==> src/rtl/local_memory_arbiter.sv <==
// Round-robin arbiter sharing one local-memory port between requesters A and B.
// The winner's request is latched for the whole access; hung accesses are aborted by timeout.
`timescale 1ns/1ps

module local_memory_arbiter #(
    parameter int ADDRESS_WIDTH  = 24,
    parameter int TIMEOUT_CYCLES = 255
) (
    input  logic                     clk,
    input  logic                     rst,
    input  logic [ADDRESS_WIDTH-1:0] reqAAddress,
    input  logic [3:0]               reqAByteSelect,
    input  logic                     reqAEnable,
    input  logic                     reqAWriteEnable,
    input  logic [31:0]              reqADataWrite,
    output logic [31:0]              reqADataRead,
    output logic                     reqABusy,
    output logic                     reqAError,
    input  logic [ADDRESS_WIDTH-1:0] reqBAddress,
    input  logic [3:0]               reqBByteSelect,
    input  logic                     reqBEnable,
    input  logic                     reqBWriteEnable,
    input  logic [31:0]              reqBDataWrite,
    output logic [31:0]              reqBDataRead,
    output logic                     reqBBusy,
    output logic                     reqBError,
    output logic [ADDRESS_WIDTH-1:0] memAddress,
    output logic [3:0]               memByteSelect,
    output logic                     memEnable,
    output logic                     memWriteEnable,
    output logic [31:0]              memDataWrite,
    input  logic [31:0]              memDataRead,
    input  logic                     memBusy
);

    typedef enum logic {IDLE, ACCESS} state_t;

    localparam logic       OWNER_A      = 1'b0;
    localparam logic       OWNER_B      = 1'b1;
    localparam logic       TIMEOUT_ON   = (TIMEOUT_CYCLES != 0);
    localparam logic [7:0] TIMEOUT_LAST = 8'(TIMEOUT_CYCLES - 1);

    state_t                   state;
    logic                     owner;
    logic                     last_grant;
    logic [7:0]               timeout_count;
    logic [ADDRESS_WIDTH-1:0] lat_address;
    logic [3:0]               lat_byte_select;
    logic                     lat_write_enable;
    logic [31:0]              lat_data_write;

    logic grant_a;
    logic grant_b;
    logic winner;
    logic timed_out;
    logic access_done;
    logic report_a;
    logic report_b;

    // A tie goes to whoever did not win last time.
    assign grant_a = reqAEnable && (!reqBEnable || (last_grant == OWNER_B));
    assign grant_b = reqBEnable && !grant_a;
    assign winner  = grant_a ? OWNER_A : OWNER_B;

    assign timed_out   = TIMEOUT_ON && memBusy && (timeout_count == TIMEOUT_LAST);
    assign access_done = (state == ACCESS) && (!memBusy || timed_out);

    // A completion is only reported to an owner that is still asking for it.
    assign report_a = rst && access_done && (owner == OWNER_A) && reqAEnable;
    assign report_b = rst && access_done && (owner == OWNER_B) && reqBEnable;

    assign reqABusy     = reqAEnable && !report_a;
    assign reqBBusy     = reqBEnable && !report_b;
    assign reqAError    = report_a && timed_out;
    assign reqBError    = report_b && timed_out;
    assign reqADataRead = (report_a && !timed_out) ? memDataRead : 32'hFFFF_FFFF;
    assign reqBDataRead = (report_b && !timed_out) ? memDataRead : 32'hFFFF_FFFF;

    always_comb begin
        memAddress     = '0;
        memByteSelect  = '0;
        memEnable      = 1'b0;
        memWriteEnable = 1'b0;
        memDataWrite   = '0;
        if (rst) begin
            if (state == ACCESS) begin
                memAddress     = lat_address;
                memByteSelect  = lat_byte_select;
                memEnable      = 1'b1;
                memWriteEnable = lat_write_enable;
                memDataWrite   = lat_data_write;
            end else if (grant_a) begin
                memAddress     = reqAAddress;
                memByteSelect  = reqAByteSelect;
                memEnable      = 1'b1;
                memWriteEnable = reqAWriteEnable;
                memDataWrite   = reqADataWrite;
            end else if (grant_b) begin
                memAddress     = reqBAddress;
                memByteSelect  = reqBByteSelect;
                memEnable      = 1'b1;
                memWriteEnable = reqBWriteEnable;
                memDataWrite   = reqBDataWrite;
            end
        end
    end

    always_ff @(posedge clk) begin
        if (!rst) begin
            state            <= IDLE;
            owner            <= OWNER_A;
            last_grant       <= OWNER_B;
            timeout_count    <= '0;
            lat_address      <= '0;
            lat_byte_select  <= '0;
            lat_write_enable <= 1'b0;
            lat_data_write   <= '0;
        end else begin
            case (state)
                IDLE: begin
                    if (grant_a || grant_b) begin
                        state            <= ACCESS;
                        owner            <= winner;
                        last_grant       <= winner;
                        timeout_count    <= '0;
                        lat_address      <= grant_a ? reqAAddress     : reqBAddress;
                        lat_byte_select  <= grant_a ? reqAByteSelect  : reqBByteSelect;
                        lat_write_enable <= grant_a ? reqAWriteEnable : reqBWriteEnable;
                        lat_data_write   <= grant_a ? reqADataWrite   : reqBDataWrite;
                    end
                end
                ACCESS: begin
                    // Not done here implies memBusy is high, so this counts wait states.
                    if (access_done) begin
                        state <= IDLE;
                    end else begin
                        timeout_count <= timeout_count + 8'd1;
                    end
                end
            endcase
        end
    end

endmodule

==> config.mk <==
export PLATFORM = sky130hd
export DESIGN_NAME = local_memory_arbiter
export DESIGN_NICKNAME = d
export VERILOG_FILES = /design/src/rtl/local_memory_arbiter.sv
export SDC_FILE = /design/constraint.sdc
export NUM_CORES = 1
export LEC_CHECK = 0
export ABC_AREA = 1
export CAP_MARGIN = 5
export CORE_MARGIN = 2
export CORE_UTILIZATION = 38
export CTS_CLUSTER_SIZE = 14
export DETAILED_ROUTE_END_ITERATION = 6
export PLACE_DENSITY = 0.82
export SETUP_SLACK_MARGIN = 0.02
export SYNTH_ARGS = -nofsm -noshare
export SYNTH_HDL_FRONTEND = slang
export SYNTH_SLANG_ARGS = --single-unit
==> constraint.sdc <==
create_clock -name clk -period 2.3 [get_ports clk]
set_input_delay 0.46 -clock clk [delete_from_list [all_inputs] [get_ports clk]]
set_output_delay 0.46 -clock clk [all_outputs]
set_load 0.03 [all_outputs]
Word-level counts from Yosys, hierarchy flattened
Cells that the tools add are included.
- add/sub/neg operators: 1
- equality and inequality tests: 3
- mux-type cells: 33
- bitwise gates (word level): 2
- reductions and logical operators: 26
- operator list (cell ; count):
    32-bit 2-to-1 mux ; 7
    24-bit 2-to-1 mux ; 5
    4-bit 2-to-1 mux ; 5
    8-bit 2-to-1 mux ; 2
    8-bit case mux with 2 select lines ; 1
    1-bit logical AND ; 15
    1-bit 2-to-1 mux ; 12
    8-bit by 1-bit adder with 8-bit output (second input constant) ; 1
    8-bit equality test (second input constant) ; 1
    1-bit zero test ; 6
    2-bit inequality test (second input constant) ; 2
    2-bit AND reduction ; 2
    1-bit logical OR ; 3
    1-bit inverter ; 2
    1-bit case mux with 2 select lines ; 1
- flip-flop bits (word level): 72
- input bits: 159
- output and inout bits: 130

Depth between registers and ports, before layout
- word-level depth: 9
- gate-level depth with buffers: 11
- mapped depth without buffers: 10

Least setup slack after synthesis
OpenSTA, ideal clock, no wires.
- kind: input to output
- from: in reqBEnable
- to: out memAddress[0]
- arrival: 1672 ps
- required time: 1840 ps
- slack: 168 ps
- cell stages on the path: 8
- buffers on the path: 2
- cells stage by stage: inv_2 o21ai_4 buf_6 buf_4 nand2_1 o21ai_0 nand2_1 a21oi_1
- longest elaborated chain between the ends: 9
- RTL lines (element ; RTL line ; text):
    start: declaration ; 21 ; input logic reqBEnable,
    1-bit zero test ; 61 ; assign grant_a = reqAEnable && (!reqBEnable || (last_grant == OWNER_B));
    1-bit logical OR ; 61 ;
    1-bit logical AND ; 61 ;
    1-bit zero test ; 62 ; assign grant_b = reqBEnable && !grant_a;
    1-bit logical AND ; 62 ;
    24-bit 2-to-1 mux ; 98 ; end else if (grant_b) begin
    24-bit 2-to-1 mux * ; 92 ; end else if (grant_a) begin
    24-bit 2-to-1 mux * ; 86 ; if (state == ACCESS) begin
    24-bit 2-to-1 mux * ; 85 ; if (rst) begin
    end: declaration ; 27 ; output logic [ADDRESS_WIDTH-1:0] memAddress,
Mark *: on every way between the ends. The rest lies on a longest branch, timed or not.

Worst setup path in the final report
- from: reg timeout_count[0]
- to: out reqADataRead[5]
- longest elaborated chain between the ends: 9
- elaborated cells between the ends (all ways): 10
- classes of those cells: 1 x eq/ne; 1 x mux; 8 x reduce/logical
- RTL lines (element ; RTL line ; text):
    start: declaration ; 46 ; logic [7:0] timeout_count;
    start signal: assignment ; 137 ; timeout_count <= timeout_count + 8'd1;
    8-bit equality test * ; 65 ; assign timed_out = TIMEOUT_ON && memBusy && (timeout_count == TIMEOUT_LAST);
    1-bit logical AND * ; 65 ;
    1-bit logical OR ; 66 ; assign access_done = (state == ACCESS) && (!memBusy || timed_out);
    1-bit logical AND ; 66 ;
    1-bit logical AND (3 in series) ; 69 ; assign report_a = rst && access_done && (owner == OWNER_A) && reqAEnable;
    1-bit logical AND * ; 76 ; assign reqADataRead = (report_a && !timed_out) ? memDataRead : 32'hFFFF_FFFF;
    32-bit 2-to-1 mux * ; 76 ;
    end: declaration ; 16 ; output logic [31:0] reqADataRead,
Marked as above.

==> summary.md <==
| Metric | Value |
|---|---|
| MaxCap Viol Count | `0` |
| Vias in the first global route | `6934` |
| Violated checks | `DRC, setup timing` |
| Number of clock sinks | `72` |
| Leak | `4.91 nW` |
| Sequential share of the synthesized area | `0.301` |
| GRT overflow | `0` |
| Cts bufs inserted | `9` |
| Cell Chain, Critical Path | `inv_2, ha_4, inv_4, nor2_4, nand2_2, nand2_4, buf_6, nand4_4, nor2_4, buf_12, buf_4, nand3_4, buf_6` |
| Placement row count | `41` |
| Crit path max fanout | `6` |
| Finished Core Util | `0.923` |
| Chip Height | `116 µm` |
| Placed wire-length estimate | `12.8 mm` |
| Highest Clock Rate | `344 MHz` |
| Maximum vdd ir drop | `0.329 mV` |
| Syn Std Cell Area | `4790 µm²` |
| Fin crit period | `2910 ps` |
| Worst r2r src | `state$_SDFF_PN0_` |
| Initial drt markers | `1088` |
| Port Buffers | `288` |
| Placed cell count | `1305` |
| Clk slew on worst S/H paths | `70 ps` |
| Root Buffer | `clkbuf_16` |
| Die span in x | `116 µm` |
| Total routed wirelength | `36.6 mm` |
| DIE AREA | `13500 µm²` |
| Initial antenna violation count | `0` |
| Flop2flop setup slack | `-190 ps` |
| Relative slew slack | `0.594` |
| Status | `finished, violations left` |
| Clk_lat worst skew | `350 ps` |
| Worst stage delay on the critical path | `330 ps` |
| WL per Instance | `25.4 µm` |
| Crit Path Class | `register to primary output` |
| DP Area | `8120 µm²` |
| Hold Crit Class | `register to register` |
| Layout cell share with drive strength beyond 1 | `0.490` |
| Final Hold Viols | `0` |
| Final Wtd Congestion | `0.834` |
| Global-route wire length before repair | `34.0 mm` |
| GRT Util Overall | `0.321` |
| Layout net count | `1425` |
| RSZ-0062 raised after global routing | `true` |
| Core area | `12500 µm²` |
| Power Density | `459 nW/µm²` |
| Post-synthesis cell type count | `23` |
| Reg2reg end | `lat_data_write[27]$_SDFFE_PN0P_` |
| Initial Utilization | `0.385` |
| Vias per cell | `5.96` |
| Slowest-stage cell, CP | `dfxtp_2` |
| # setup viols final | `136` |
| Most frequent cells in the layout | `186 x nand2_1, 168 x buf_4, 155 x clkdlybuf4s50_1` |
| Crit path to | `reqADataRead[5]` |
| TritonCTS clock tree | `yes` |
| Final period util | `1.26` |
| Commonest non-fill, non-tap cell in the layout | `nand2_1` |
| R2R depth | `14` |
| Slack of the critical path | `-606 ps` |
| Ys Warns | `0` |
| Synth Instances | `809` |
| H-Tree Depth | `3` |
| Startpoint types | `register` |
| First-pass iteration count of the detailed router | `7` |
| Actual slew at the worst max-slew pin | `608 ps` |
| Crit. Startpoint | `timeout_count[0]$_SDFFE_PN0P_` |
| Final total power | `5.29 mW` |
| Design area | `11500 µm²` |
| Worst EP arrival | `2450 ps` |
| Crit path required time | `1840 ps` |
| Bufs on Longest Clock Path | `2` |
| CP Capture Type | `primary output` |
| Syn Nets | `970` |
| Area Overhead vs Synth | `140%` |
| Largest net degree at the start of global routing | `67` |
| Syn Area/Cell | `5.93 µm²` |
| Routed Antenna Nets | `0` |
| Slew Viols, Final | `0` |
| Number of I/O pins | `289` |
| Worst clock skew | `14.9 ps` |
| Vias | `8602` |
| Finished Layout Cells | `1443` |
| DRC violations left | `22` |
| Synth Register Bits | `72` |
## report_power, final
group	switching (mW)	total, mW	leakage, nW	internal [mW]
Combinational	1.27	2.38	4.17	1.11
Sequential	0.0846	1.44	0.593	1.35
Clock	0.600	1.47	0.146	0.869
## per-layer routing
metal / part of all wire / vias up / track usage
li1: - / 3494 / -
met1: 0.31 / 3939 / 0.317
met2: 0.45 / 848 / 0.594
met3: 0.14 / 311 / 0.0758
met4: 0.094 / 10 / 0.217
met5: 0.0084 / - / 0
## sequential cells by signal, summed over array words and instances, names as in the netlist
| signal | count |
|---|---|
| lat_data_write | 32 |
| lat_address | 24 |
| timeout_count | 8 |
| lat_byte_select | 4 |
| last_grant | 1 |
| lat_write_enable | 1 |
| owner | 1 |
| state | 1 |
## final cells by class
cell class	instances	area, µm²
fillers	425	960
inverters	107	418
well taps	172	215
clock buffers	11	243
multi-input cells	569	3870
repair inverters	1	8.76
repair buffers	504	5250
diodes	2	5.00
flip-flops and latches	72	1450
clock inverters	5	56.3
## worst max-delay path, delay by kind of cell, from the launching register on
kind	cells	cell delay [ps]
flip-flops	1	330
AND/OR/NAND/NOR	6	790
adder cells (fa/ha/maj)	1	150
buffers and inverters	6	790
## what timing repair did
action                     in CTS  in global routing
setup endpoints to repair     137                142
pin swaps                      29                 96
hold buffers                    0                  0
resized for setup             343                354
gates cloned                   13                  8
buffers inserted               76                 37
## cell families after synthesis
| logic type | count (synthesis) | synth area share |
|---|---|---|
| and+or+nand+nor | 371 | 0.326 |
| AOI/OAI and AO/OA | 195 | 0.206 |
| buffers and inverters | 168 | 0.160 |
| DFF | 72 | 0.301 |
| adders and majority gates | 2 | 0.00522 |
| xor gates and xnor gates | 1 | 0.00183 |
## cells in the mapped netlist
library cell / instances / area, µm²
nand2_1: 265 / 995
a21oi_1: 128 / 641
inv_1: 104 / 390
dfxtp_1: 72 / 1440
nand3_1: 71 / 355
o21ai_0: 65 / 325
clkbuf_1: 29 / 109
nor2_1: 20 / 75.1
buf_6: 13 / 146
buf_2: 12 / 60.1
buf_4: 6 / 45.0
nand2_2: 4 / 25.0
inv_2: 3 / 11.3
nor2_4: 3 / 33.8
nor3_1: 3 / 15.0
ha_1: 2 / 25.0
nand4_4: 2 / 42.5
nor3b_1: 2 / 15.0
buf_1: 1 / 3.75
nand3b_1: 1 / 7.51
o21ai_4: 1 / 16.3
o21bai_1: 1 / 7.51
xor2_1: 1 / 8.76
## worst min-delay path by stage
| stage | endpoint | startpoint | cells past startpoint |
|---|---|---|---|
| after CTS | lat_address[16]$_SDFFE_PN0P_ | lat_address[16]$_SDFFE_PN0P_ | 2 |
| after floorplan | lat_address[0]$_SDFFE_PN0P_ | lat_address[0]$_SDFFE_PN0P_ | 2 |
| after global placement | lat_data_write[7]$_SDFFE_PN0P_ | lat_data_write[7]$_SDFFE_PN0P_ | 2 |
| final | lat_data_write[21]$_SDFFE_PN0P_ | lat_data_write[21]$_SDFFE_PN0P_ | 2 |
| after global routing | lat_data_write[21]$_SDFFE_PN0P_ | lat_data_write[21]$_SDFFE_PN0P_ | 2 |
| after detailed placement | lat_address[16]$_SDFFE_PN0P_ | lat_address[16]$_SDFFE_PN0P_ | 2 |
## metrics by stage
stage | setup TNS [ps] | setup WS, ps | hold slack, ps
floorplan | 0 | 168 | 444
global placement | -35080 | -446 | 447
detailed placement | -37000 | -505 | 455
CTS | -5040 | -152 | 464
global route | -38810 | -589 | 481
finish | -35960 | -606 | 466
Power figures use the tool's default switching activity.
